$ cat config.mk
export PLATFORM = sky130hd
export DESIGN_NAME = trigger_hls_deadlock_reporter
export DESIGN_NICKNAME = d
export VERILOG_FILES = /design/src/rtl/trigger_deadlock_pkg.sv /design/src/rtl/trigger_deadlock_run_counter.sv /design/src/rtl/trigger_hls_deadlock_reporter.sv
export SDC_FILE = /design/constraint.sdc
export NUM_CORES = 1
export LEC_CHECK = 0
export BUFFER_PORTS_ARGS = -buffer_cell sky130_fd_sc_hd__buf_4
export CORE_MARGIN = 2
export CORE_UTILIZATION = 50
export DETAILED_ROUTE_END_ITERATION = 7
export PLACE_DENSITY = 0.85
export REMOVE_ABC_BUFFERS = 1
export SKIP_LAST_GASP = 1
export SLEW_MARGIN = 20
export SYNTH_ARGS = -nofsm -noshare
export SYNTH_HDL_FRONTEND = slang
export SYNTH_HIERARCHICAL = 1
export SYNTH_SLANG_ARGS = --single-unit
$ cat constraint.sdc
create_clock -name clock -period 5.5 [get_ports clock]
set_clock_uncertainty 0.2 [all_clocks]
set_input_delay 0.825 -clock clock [delete_from_list [all_inputs] [get_ports clock]]
set_output_delay 0.825 -clock clock [all_outputs]
set_load 0.005 [all_outputs]
$ cat src/rtl/trigger_deadlock_pkg.sv
// Shared definitions for the trigger deadlock reporter: FSM state encoding,
// timestamp width and the lowest-set-bit helper used to build report_idx.
package trigger_deadlock_pkg;

  typedef enum logic [1:0] {
    ST_IDLE       = 2'd0,
    ST_COUNT      = 2'd1,
    ST_REPORT     = 2'd2,
    ST_WAIT_CLEAR = 2'd3
  } dl_state_e;

  localparam int TS_W = 32;

  // Index of the lowest set bit; zero when the vector is empty.
  function automatic logic [4:0] first_set_idx(input logic [31:0] vec);
    logic [4:0] idx;
    logic       found;
    idx   = '0;
    found = 1'b0;
    for (int i = 0; i < 32; i++) begin
      if (!found && vec[i]) begin
        idx   = 5'(i);
        found = 1'b1;
      end
    end
    return idx;
  endfunction

endpackage

$ cat src/rtl/trigger_deadlock_run_counter.sv
// Saturating consecutive-cycle counter for the deadlock reporter.
// clr has priority over inc; hit flags the last cycle before the threshold.
module trigger_deadlock_run_counter #(
  parameter int THRESHOLD = 16,
  localparam int CNT_W = $clog2(THRESHOLD + 1)
) (
  input  logic             clock,
  input  logic             reset,
  input  logic             inc,
  input  logic             clr,
  output logic [CNT_W-1:0] cnt,
  output logic             hit
);

  localparam logic [CNT_W-1:0] SAT_VAL = CNT_W'(THRESHOLD);
  localparam logic [CNT_W-1:0] HIT_VAL = CNT_W'(THRESHOLD - 1);

  logic [CNT_W-1:0] cnt_q;

  // Count consecutive increment requests, holding at THRESHOLD.
  always_ff @(posedge clock) begin
    if (reset || clr) begin
      cnt_q <= '0;
    end else if (inc && (cnt_q != SAT_VAL)) begin
      cnt_q <= cnt_q + 1'b1;
    end
  end

  assign cnt = cnt_q;
  assign hit = (cnt_q == HIT_VAL);

endmodule

$ cat src/rtl/trigger_hls_deadlock_reporter.sv
// Deadlock reporter: turns a block condition that persists for THRESHOLD
// consecutive cycles into one report (mask + lowest index) held on a
// valid/ready handshake, plus a sticky deadlock_seen flag.
// Optional feature macro: TRIGGER_DEADLOCK_TIMESTAMP_EN adds a free-running
// 32-bit cycle counter whose value at detection is reported.
module trigger_hls_deadlock_reporter
  import trigger_deadlock_pkg::*;
#(
  parameter int NUM_SRC   = 4,
  parameter int THRESHOLD = 16
) (
  input  logic                                          clock,
  input  logic                                          reset,
  input  logic [NUM_SRC-1:0]                            block_sigs,
  input  logic                                          clear_sticky,
  output logic                                          report_valid,
  input  logic                                          report_ready,
  output logic [NUM_SRC-1:0]                            report_mask,
  output logic [((NUM_SRC > 1) ? $clog2(NUM_SRC) : 1)-1:0] report_idx,
  output logic                                          deadlock_seen
`ifdef TRIGGER_DEADLOCK_TIMESTAMP_EN
  ,
  output logic [TS_W-1:0]                               report_timestamp
`endif
);

  localparam int IDX_W = (NUM_SRC > 1) ? $clog2(NUM_SRC) : 1;
  localparam int CNT_W = $clog2(THRESHOLD + 1);
  localparam logic [CNT_W-1:0] SAT_VAL = CNT_W'(THRESHOLD);

  dl_state_e        state_q;
  logic             valid_q;
  logic [NUM_SRC-1:0] mask_q;
  logic [IDX_W-1:0] idx_q;
  logic             seen_q;
  logic             seen_d;

  logic             any_block;
  logic             run_inc;
  logic             run_clr;
  logic             run_hit;
  logic             run_sat;
  logic [CNT_W-1:0] run_cnt;
  logic             detect;

  assign any_block = |block_sigs;

  // Only IDLE and COUNT accumulate a run; every other case restarts it, so a
  // single unblocked cycle (or leaving the counting states) clears the count.
  assign run_sat = (run_cnt == SAT_VAL);
  assign run_inc = any_block && !run_sat &&
                   ((state_q == ST_IDLE) || (state_q == ST_COUNT));
  assign run_clr = !run_inc;
  assign detect  = (state_q == ST_COUNT) && any_block && run_hit;

  trigger_deadlock_run_counter #(
    .THRESHOLD (THRESHOLD)
  ) u_run_counter (
    .clock (clock),
    .reset (reset),
    .inc   (run_inc),
    .clr   (run_clr),
    .cnt   (run_cnt),
    .hit   (run_hit)
  );

  // Report FSM with registered valid/mask/idx outputs.
  always_ff @(posedge clock) begin
    if (reset) begin
      state_q <= ST_IDLE;
      valid_q <= 1'b0;
      mask_q  <= '0;
      idx_q   <= '0;
    end else begin
      case (state_q)
        ST_IDLE: begin
          if (any_block) state_q <= ST_COUNT;
        end
        ST_COUNT: begin
          if (!any_block) begin
            state_q <= ST_IDLE;
          end else if (detect) begin
            state_q <= ST_REPORT;
            valid_q <= 1'b1;
            mask_q  <= block_sigs;
            idx_q   <= IDX_W'(first_set_idx(32'(block_sigs)));
          end
        end
        ST_REPORT: begin
          // block_sigs is deliberately ignored until the report is taken.
          if (report_ready) begin
            state_q <= ST_WAIT_CLEAR;
            valid_q <= 1'b0;
          end
        end
        ST_WAIT_CLEAR: begin
          // One report per episode: rearm only after the block goes away.
          if (!any_block) state_q <= ST_IDLE;
        end
        default: begin
          state_q <= ST_IDLE;
        end
      endcase
    end
  end

  // Sticky flag next state: detection beats a same-cycle clear.
  always_comb begin
    seen_d = seen_q;
    if (clear_sticky) seen_d = 1'b0;
    if (detect)       seen_d = 1'b1;
  end

  // Sticky deadlock flag register.
  always_ff @(posedge clock) begin
    if (reset) seen_q <= 1'b0;
    else       seen_q <= seen_d;
  end

  assign report_valid  = valid_q;
  assign report_mask   = mask_q;
  assign report_idx    = idx_q;
  assign deadlock_seen = seen_q;

`ifdef TRIGGER_DEADLOCK_TIMESTAMP_EN
  logic [TS_W-1:0] ts_q;
  logic [TS_W-1:0] rts_q;

  // Free-running cycle counter, wrapping modulo 2^32.
  always_ff @(posedge clock) begin
    if (reset) ts_q <= '0;
    else       ts_q <= ts_q + 1'b1;
  end

  // Capture the cycle count of the detection cycle.
  always_ff @(posedge clock) begin
    if (reset)       rts_q <= '0;
    else if (detect) rts_q <= ts_q;
  end

  assign report_timestamp = rts_q;
`endif

endmodule

==> flow_metrics.py, run 1 <==
metrics = {
    "worst_setup_path": {
        "crit_path_start_kind": "input pin",
        "cp_max_fo": 7,
        "worst_ep_arrival_time_ns": 1.99,
        "rr_endpoint": "report_idx[0]$_SDFFE_PP0P_",
        "rrSetupSlack_ns": 3.60,
        "critPathMaxStageDelay_ns": 0.40,
        "crit_slowest_cell": "nor4_4",
        "end_kind": "flop",
        "r2r-start": "u_run_counter/cnt[1]$_SDFFE_PP0P_",
        "cp.required_ns": 5.48,
        "crit_chain": "buf_4 > nor4_4 > a211o_1 > inv_1 > nand4_1 > xor2_1 > nor2_2",
        "ff2ff_path_depth": 6,
        "crit_type": "input pin to flop",
    },
    "synth": {
        "netlist_area_um2": 733,
        "yosys_warnings": 6,
        "avgSynthCellArea_um2": 8.94,
        "synth_edf_count": 0,
        "synthArstFlopShare": 0,
        "synthCells": 82,
        "ys.flop_type": "dfxtp_1",
        "synth-seq-cells": 15,
        "yosysUniqueCellTypes": 30,
        "ys_seq_area_frac": 0.410,
    },
    "clock_network": {
        "cts_buffers": 3,
        "cts_buffer_depth": 2,
        "cts.sinks": 15,
        "cts_tree": "yes",
        "htree_levels": 1,
        "cts_root_buf": "clkbuf_4",
        "cts-hold-fix-buffers": 0,
        "clk_pin_slew_worst_paths_ns": 0.08,
        "post_cts_buffers": 0,
        "clock_latency_ns": 0.27,
        "cts_resized": 0,
    },
    "global_routing": {
        "track_usage": 0.169,
        "grt_pass1_vias": 588,
        "overflow": 0,
        "grt_pass1_wl_um": 2290,
        "antenna_found_initial": 0,
        "grt_max_degree": 11,
    },
    "route": {
        "drtPass1Iterations": 4,
        "drc_errors": 0,
        "vias": 639,
        "viasPerCell": 5.61,
        "routedWlPerCell_um": 11.8,
        "drtAntennaViolNets": 0,
        "drtIter0Drc": 3,
        "drt-total-wl_um": 1340,
    },
    "timing": {
        "slew_violations": 0,
        "worst_slew_pin_slew_ns": 0.359,
        "rsz0062_at_grt": "false",
        "hold_viol": 0,
        "finalSetupViolations": 0,
        "period_minus_slack_ns": 2.01,
        "fmax_mhz": 497,
        "finalCritPeriodShare": 0.366,
        "fin_ws_ns": 3.49,
        "fin_setup_tns_ns": 0,
        "slew-limit-headroom": 0.759,
    },
    "final_layout": {
        "antenna_cells": 0,
        "drive_gt1_frac": 0.253,
        "multi_input_area_um2": 402,
        "area_delta_synth_final_pct": 20.3,
        "fill_cells": 124,
        "most-common-layout-cells": "dfxtp_1 (15), buf_4 (15), nand2_1 (11)",
        "register_area_um2": 300,
        "fin_nets": 111,
    },
    "job": {
        "maxCapViolCount": 0,
    },
    "power_and_ir_drop": {
        "powerDensity_nw_per_um2": 307,
        "finalPower_mw": 0.271,
        "ir_worst_vdd_v": 0.000168,
        "p_leak_nw": 0.364,
    },
    "place": {
        "gp_congestion": 0.865,
        "preCtsSetupSlack_ns": 3.20,
        "io_buffer_count": 15,
        "dp_hpwl_um": 1090,
    },
    "floorplanning": {
        "die_y_um": 42.3,
        "io-pin-count": 16,
        "num_rows": 13,
        "coreArea_um2": 1330,
        "die-area_um2": 1790,
        "start_util": 0.550,
        "die_x_um": 42.3,
    },
    "min_path": {
        "worstHoldPathCells": 2,
        "hold_path_class": "flop to flop",
        "min_from": "deadlock_seen$_SDFFE_PP0P_",
        "whs_endpoint": "deadlock_seen$_SDFFE_PP0P_",
    },
    "outcome": {
        "status": "finished clean",
    },
}
[through the flow]
step / instances / utilization / hold slack (ns) / area, um^2
finish: 114 / 0.661 / 0.276 / 882
global placement: 110 / 0.642 / 0.259 / 856
global route: 114 / 0.661 / 0.298 / 882
detailed placement: 110 / 0.642 / 0.268 / 856
CTS: 114 / 0.661 / 0.281 / 882
floorplan: 80 / - / 0.260 / 724
[final cells by class]
type	count	share of cell area
timing repair buffer	15	0.128
clock buffer	4	0.0298
multi-input combinational	59	0.455
tap	15	0.0213
inverter	6	0.0255
sequential	15	0.340
[power by group]
part / total (mW) / internal [mW] / switching, mW
Clock: 0.0602 / 0.0281 / 0.0321
Combinational: 0.0765 / 0.0360 / 0.0405
Sequential: 0.134 / 0.120 / 0.0146
Total: 0.271 / 0.184 / 0.0873
[critical path, delay by kind of cell]
kind | cells | cell delay (ns)
XOR/XNOR | 1 | 0.18
AO/OA/AOI/OAI | 1 | 0.19
AND/OR/NAND/NOR | 3 | 0.56
buffers and inverters | 2 | 0.24
[synth_stat cells, types with 2 or more instances]
cell / instances / area share
dfxtp_1: 15 / 0.41
mux2i_1: 2 / 0.027
a21oi_1: 9 / 0.061
ha_1: 3 / 0.051
inv_1: 6 / 0.031
nor2_2: 2 / 0.017
o21ai_0: 6 / 0.041
nor2_1: 5 / 0.026
xor2_1: 2 / 0.024
nor4_1: 2 / 0.017
nand2_1: 11 / 0.056
[per-layer routing]
layer	wire length (um)	vias up	track usage
met5	0	-	0
met4	41	0	0.131
met3	80	6	0.0302
met2	669	19	0.305
met1	552	291	0.168
li1	-	323	-
[cell families (layout without fill, tap and decap cells)]
logic type / Yosys count / in the layout / synth area share
xor gates and xnor gates: 2 / 2 / 0.0239
and+or+nand+nor: 32 / 32 / 0.288
DFF: 15 / 15 / 0.410
AOI/OAI and AO/OA: 20 / 20 / 0.157
muxes: 2 / 2 / 0.0273
adders and majority gates: 3 / 3 / 0.0512
buffers and inverters: 8 / 25 / 0.0426
[worst max path at each step]
stage,from,cells after the start,end
after detailed placement,block_sigs[1],7,u_run_counter/cnt[3]$_SDFFE_PP0P_
after floorplan,block_sigs[1],6,u_run_counter/cnt[3]$_SDFFE_PP0P_
after CTS,block_sigs[1],7,u_run_counter/cnt[3]$_SDFFE_PP0P_
after global routing,u_run_counter/cnt[1]$_SDFFE_PP0P_,6,report_valid$_SDFFE_PP0P_
final,block_sigs[1],7,u_run_counter/cnt[3]$_SDFFE_PP0P_
after global placement,block_sigs[1],7,u_run_counter/cnt[3]$_SDFFE_PP0P_
[registers in the layout, summed over array words and instances, names as in the netlist, named ones only]
register,flops
u_run_counter/cnt,5
report_mask,4
report_idx,2
deadlock_seen,1
report_valid,1
state_q,1
(Power assumes the default switching activity.)
==> run 2, diff against run 1 <==
- clock period: 5.5 -> 2 ns (I/O delays scaled with it)
==> run 2 against run 1 <==
Wire length rose by 1.3%. First-iteration DRC count rose to 4.3 times the previous value. Register-to-register slack got worse by 3.4 ns. Final cell count rose by 0.88%. Setup slack got worse by 3.3 ns. Largest cell class unchanged. Largest power group unchanged.
==> flow_metrics.py, run 2 (same netlist as run 1, synthesis figures left out) <==
metrics = {
    "global_routing": {
        "global_route.usage.met3": 0.0302,
        "grt_max_degree": 11,
        "track_usage": 0.175,
        "grt_util_met1": 0.179,
        "overflow": 0,
        "grt_pass1_vias": 604,
        "antenna_found_initial": 0,
        "grtUsageMet2": 0.311,
        "grt_pass1_wl_um": 2350,
        "top_usage_layer": "met2",
    },
    "worst_setup_path": {
        "path_delay_family": "simple AND/OR/NAND/NOR gates",
        "path_common_cell": "ha_1",
        "crit_slowest_cell": "dfxtp_1",
        "crit_path_start_kind": "flop",
        "cp.required_ns": 1.99,
        "critPathMaxStageDelay_ns": 0.40,
        "crit_type": "flop to flop",
        "cp_max_fo": 9,
        "worst_ep_arrival_time_ns": 1.83,
        "critPathBufInv": 0,
        "end_kind": "flop",
        "crit_chain": "ha_1 > and3_2 > ha_1 > and3b_2 > a21oi_1 > a311oi_1",
    },
    "final_layout": {
        "fill_cells": 126,
        "drive_gt1_frac": 0.280,
        "antenna_cells": 0,
        "fin_nets": 112,
        "final_cells": 115,
        "final_core_util": 0.669,
        "area_delta_synth_final_pct": 21.7,
        "most-common-layout-cells": "buf_4 (16), dfxtp_1 (15), nand2_1 (11)",
        "final_common_cell": "buf_4",
        "largest_reg_flops": 5,
    },
    "timing": {
        "hold_viol": 0,
        "fin_setup_tns_ns": 0,
        "slew_violations": 0,
        "finalCritPeriodShare": 0.919,
        "period_minus_slack_ns": 1.84,
        "slew-limit-headroom": 0.793,
        "worst_slew_pin_slew_ns": 0.308,
        "finalSetupViolations": 0,
        "fmax_mhz": 544,
        "rsz0062_at_grt": "false",
    },
    "place": {
        "dp_cells": 111,
        "gp_congestion": 0.759,
        "io_buffer_count": 15,
        "dp_hpwl_um": 1040,
    },
    "clock_network": {
        "cts-hold-fix-buffers": 0,
        "cts_root_buf": "clkbuf_4",
        "clock_latency_ns": 0.29,
        "post_cts_buffers": 0,
        "cts_buffers": 3,
        "htree_levels": 1,
        "cts_buffer_depth": 2,
        "cts_tree": "yes",
        "cts_resized": 0,
        "cts.sinks": 15,
        "clk_pin_slew_worst_paths_ns": 0.09,
    },
    "route": {
        "drc_errors": 0,
        "viasPerCell": 5.50,
        "drtPass1Iterations": 4,
        "drtAntennaViolNets": 0,
        "drtIter0Drc": 13,
        "drt-total-wl_um": 1360,
        "vias": 633,
        "routedWlPerCell_um": 11.8,
    },
    "min_path": {
        "hold_path_class": "input pin to flop",
    },
    "power_and_ir_drop": {
        "p_leak_nw": 0.372,
        "ir_worst_vdd_v": 0.000510,
        "powerDensity_nw_per_um2": 845,
    },
    "floorplanning": {
        "die_y_um": 42.3,
        "die_x_um": 42.3,
        "start_util": 0.550,
        "io-pin-count": 16,
        "coreArea_um2": 1330,
        "num_rows": 13,
        "die-area_um2": 1790,
    },
    "job": {
        "maxCapViolCount": 0,
    },
    "outcome": {
        "status": "finished clean",
    },
}
## run 2: cell types whose count changed in the layout (fill, tap and decap cells not counted)
cell / previous run / this run
clkinv_2: 0 / 1
buf_4: 15 / 16
and3b_2: 0 / 1
clkbuf_1: 1 / 0
and3b_1: 1 / 0
## run 2: layout make-up
| class | count | area [um^2] | area share |
|---|---|---|---|
| repair buffers | 16 | 120 | 0.135 |
| inverters | 6 | 22.5 | 0.0252 |
| clock buffers | 3 | 22.5 | 0.0252 |
| flip-flops and latches | 15 | 300 | 0.337 |
| clock inverters | 1 | 5.00 | 0.00561 |
| multi-input cells | 59 | 403 | 0.452 |
| well taps | 15 | 18.8 | 0.0210 |
## run 2: final timing paths
kind	from	endpoint	slack (ns)	cells after the start
setup / recovery	u_run_counter/cnt[1]$_SDFFE_PP0P_	report_valid$_SDFFE_PP0P_	0.16	6
hold / removal	report_ready	report_valid$_SDFFE_PP0P_	0.03	2
setup reg to reg	u_run_counter/cnt[1]$_SDFFE_PP0P_	report_valid$_SDFFE_PP0P_	0.16	6
hold reg to reg	deadlock_seen$_SDFFE_PP0P_	deadlock_seen$_SDFFE_PP0P_	0.27	2
## run 2: report_power, final
part           total, mW  switching [mW]  internal, mW
registers          0.366          0.0370         0.329
clock network      0.176           0.102        0.0744
logic              0.212           0.112        0.0999
## run 2: per-stage QoR
step	power (mW)	setup slack (ns)	hold WS, ns	instance area, um^2
2_1_floorplan	0.534	0.302	0.169	724
3_3_place_gp	0.578	0.206	0.260	863
3_5_place_dp	0.585	0.135	0.264	863
4_1_cts	0.765	0.101	0.00996	891
5_1_grt	0.809	0.0855	0.0139	892
6_report	0.754	0.162	0.0285	892
## run 2: routing by layer
metal / routed length (um) / vias to the layer above / part of all wire
li1: - / 326 / -
met1: 590 / 283 / 0.43
met2: 646 / 20 / 0.48
met3: 85 / 4 / 0.063
met4: 38 / 0 / 0.028
met5: 0 / - / 0
## run 2: worst register-to-register path, stage by stage, from the launching register on
cell and delay, ns:
dfxtp_1 0.40, ha_1 0.19, and3_2 0.18, ha_1 0.17
and3b_2 0.29, a21oi_1 0.09, a311oi_1 0.21
==> run 3, diff against run 2 <==
- CORE_UTILIZATION: 50 -> 46
- PLACE_DENSITY: 0.85 -> 0.8
==> run 3 against run 2 <==
Die area rose by 7.9%. First-iteration DRC count is 69% lower. Global-route usage fell by 0.55 points. Final cell count grew 0.87%. Utilization shrank 7.6 points. Hold slack worse by 0.0047 ns. Combinational power grew 3%. Sequential cell count stayed put. Total power about the same. Fmax up 1.4%. Critical path type unchanged. Critical endpoint is now state_q[0]$_SDFFE_PP0P_. Largest power group unchanged.
==> flow_metrics.py, run 3 (same netlist as run 1, synthesis figures left out) <==
metrics = {
    "power_and_ir_drop": {
        "pwr-share-seq": 0.484,
        "sw_frac_of_total": 0.334,
        "clkPwrFrac": 0.226,
        "power_switching_mw": 0.252,
        "powerDensity_nw_per_um2": 844,
        "combPwrFrac": 0.290,
        "ir_worst_vdd_v": 0.000493,
        "p_leak_nw": 0.372,
        "p_int_mw": 0.503,
    },
    "min_path": {
        "hold_path_class": "input pin to flop",
        "min_from": "report_ready",
        "whs_endpoint": "report_valid$_SDFFE_PP0P_",
        "worstHoldPathCells": 2,
    },
    "timing": {
        "finalCritPeriodShare": 0.906,
        "fin_setup_tns_ns": 0,
        "fmax_mhz": 552,
        "period_minus_slack_ns": 1.81,
        "hold_viol": 0,
        "slew_violations": 0,
        "finalSetupViolations": 0,
        "fin_ws_ns": 0.188,
        "worst_slew_pin_slew_ns": 0.282,
        "slew-limit-headroom": 0.810,
        "rsz0062_at_grt": "false",
    },
    "global_routing": {
        "grt_pass1_wl_um": 2450,
        "track_usage": 0.169,
        "antenna_found_initial": 0,
        "grt_max_degree": 11,
        "overflow": 0,
        "grt_pass1_vias": 626,
    },
    "route": {
        "drtAntennaViolNets": 0,
        "drc_errors": 0,
        "routedWlPerCell_um": 12.0,
        "vias": 632,
        "drtPass1Iterations": 4,
        "viasPerCell": 5.45,
        "drt-total-wl_um": 1390,
        "drtIter0Drc": 4,
    },
    "final_layout": {
        "antenna_cells": 0,
        "final_core_util": 0.593,
        "most-common-layout-cells": "buf_4 (16), dfxtp_1 (15), nand2_1 (11)",
        "area_delta_synth_final_pct": 21.8,
        "largest_reg_flops": 5,
        "drive_gt1_frac": 0.280,
        "finish.instance_area_um2": 893,
        "final_cells": 116,
        "final_common_cell": "buf_4",
        "fin_nets": 112,
    },
    "outcome": {
        "status": "finished clean",
    },
    "clock_network": {
        "cts_tree": "yes",
        "clock_latency_ns": 0.28,
        "cts_resized": 0,
        "htree_levels": 1,
        "cts.sinks": 15,
        "clk_pin_slew_worst_paths_ns": 0.10,
        "cts_buffer_depth": 2,
        "cts_root_buf": "clkbuf_4",
        "cts-hold-fix-buffers": 0,
        "cts_buffers": 3,
        "post_cts_buffers": 0,
    },
    "place": {
        "dp_hpwl_um": 1120,
        "dp_cells": 112,
        "gp_congestion": 0.866,
        "dpl_cell_area_um2": 865,
        "preCtsSetupSlack_ns": 0.141,
        "io_buffer_count": 15,
    },
    "worst_setup_path": {
        "ff2ff_path_depth": 5,
        "worst_ep_arrival_time_ns": 1.79,
        "cp.required_ns": 1.98,
        "crit_path_start_kind": "flop",
        "rrSetupSlack_ns": 0.19,
        "rr_endpoint": "state_q[0]$_SDFFE_PP0P_",
        "crit_type": "flop to flop",
        "end_kind": "flop",
        "r2r-start": "u_run_counter/cnt[0]$_SDFFE_PP0P_",
        "cp_max_fo": 9,
    },
    "floorplanning": {
        "start_util": 0.487,
        "coreArea_um2": 1510,
        "die_x_um": 43.9,
        "die-area_um2": 1930,
        "num_rows": 14,
        "io-pin-count": 16,
        "die_y_um": 43.9,
    },
    "job": {
        "maxCapViolCount": 0,
    },
}
## run 3: how the worst max path moves through the flow
stage          slack, ns                         end                               from
2_1_floorplan       0.30     state_q[0]$_SDFFE_PP0P_  u_run_counter/cnt[0]$_SDFFE_PP0P_
3_3_place_gp        0.21     state_q[0]$_SDFFE_PP0P_  u_run_counter/cnt[0]$_SDFFE_PP0P_
3_5_place_dp        0.14  report_idx[0]$_SDFFE_PP0P_  u_run_counter/cnt[0]$_SDFFE_PP0P_
4_1_cts             0.13  report_idx[0]$_SDFFE_PP0P_  u_run_counter/cnt[0]$_SDFFE_PP0P_
5_1_grt             0.06     state_q[0]$_SDFFE_PP0P_  u_run_counter/cnt[0]$_SDFFE_PP0P_
6_report            0.19     state_q[0]$_SDFFE_PP0P_  u_run_counter/cnt[0]$_SDFFE_PP0P_
## run 3: worst max-delay path, stage by stage, from the launching register on
cell	delay, ns
dfxtp_1	0.35
ha_1	0.21
and3_2	0.20
ha_1	0.19
and3b_2	0.28
nor4_1	0.28
## run 3: layout make-up
cell class	count	area, um^2
multi-input combinational	59	403
fill	151	613
clock buffer	3	22.5
clock inverter	1	5.00
tap	16	20.0
sequential	15	300
timing repair buffer	16	120
inverter	6	22.5
## run 3: metal layers
layer | track usage | share of wire
met5 | 0 | 0
met4 | 0.0545 | 0.022
met3 | 0.0792 | 0.070
met2 | 0.300 | 0.50
met1 | 0.174 | 0.41
## run 3: through the flow
stage,total power [mW],hold WS [ns]
after detailed placement,0.593,0.260
after global routing,0.805,0.0149
after global placement,0.580,0.262
final,0.754,0.0238
after floorplan,0.534,0.169
after CTS,0.762,0.0207
## run 3: power groups by stage
stage	clock network [mW]	logic (mW)	registers (mW)
after floorplan	0	0.167	0.366
after global placement	0	0.209	0.371
after detailed placement	0	0.220	0.372
after CTS	0.176	0.221	0.365
after global routing	0.188	0.246	0.371
final	0.170	0.219	0.365
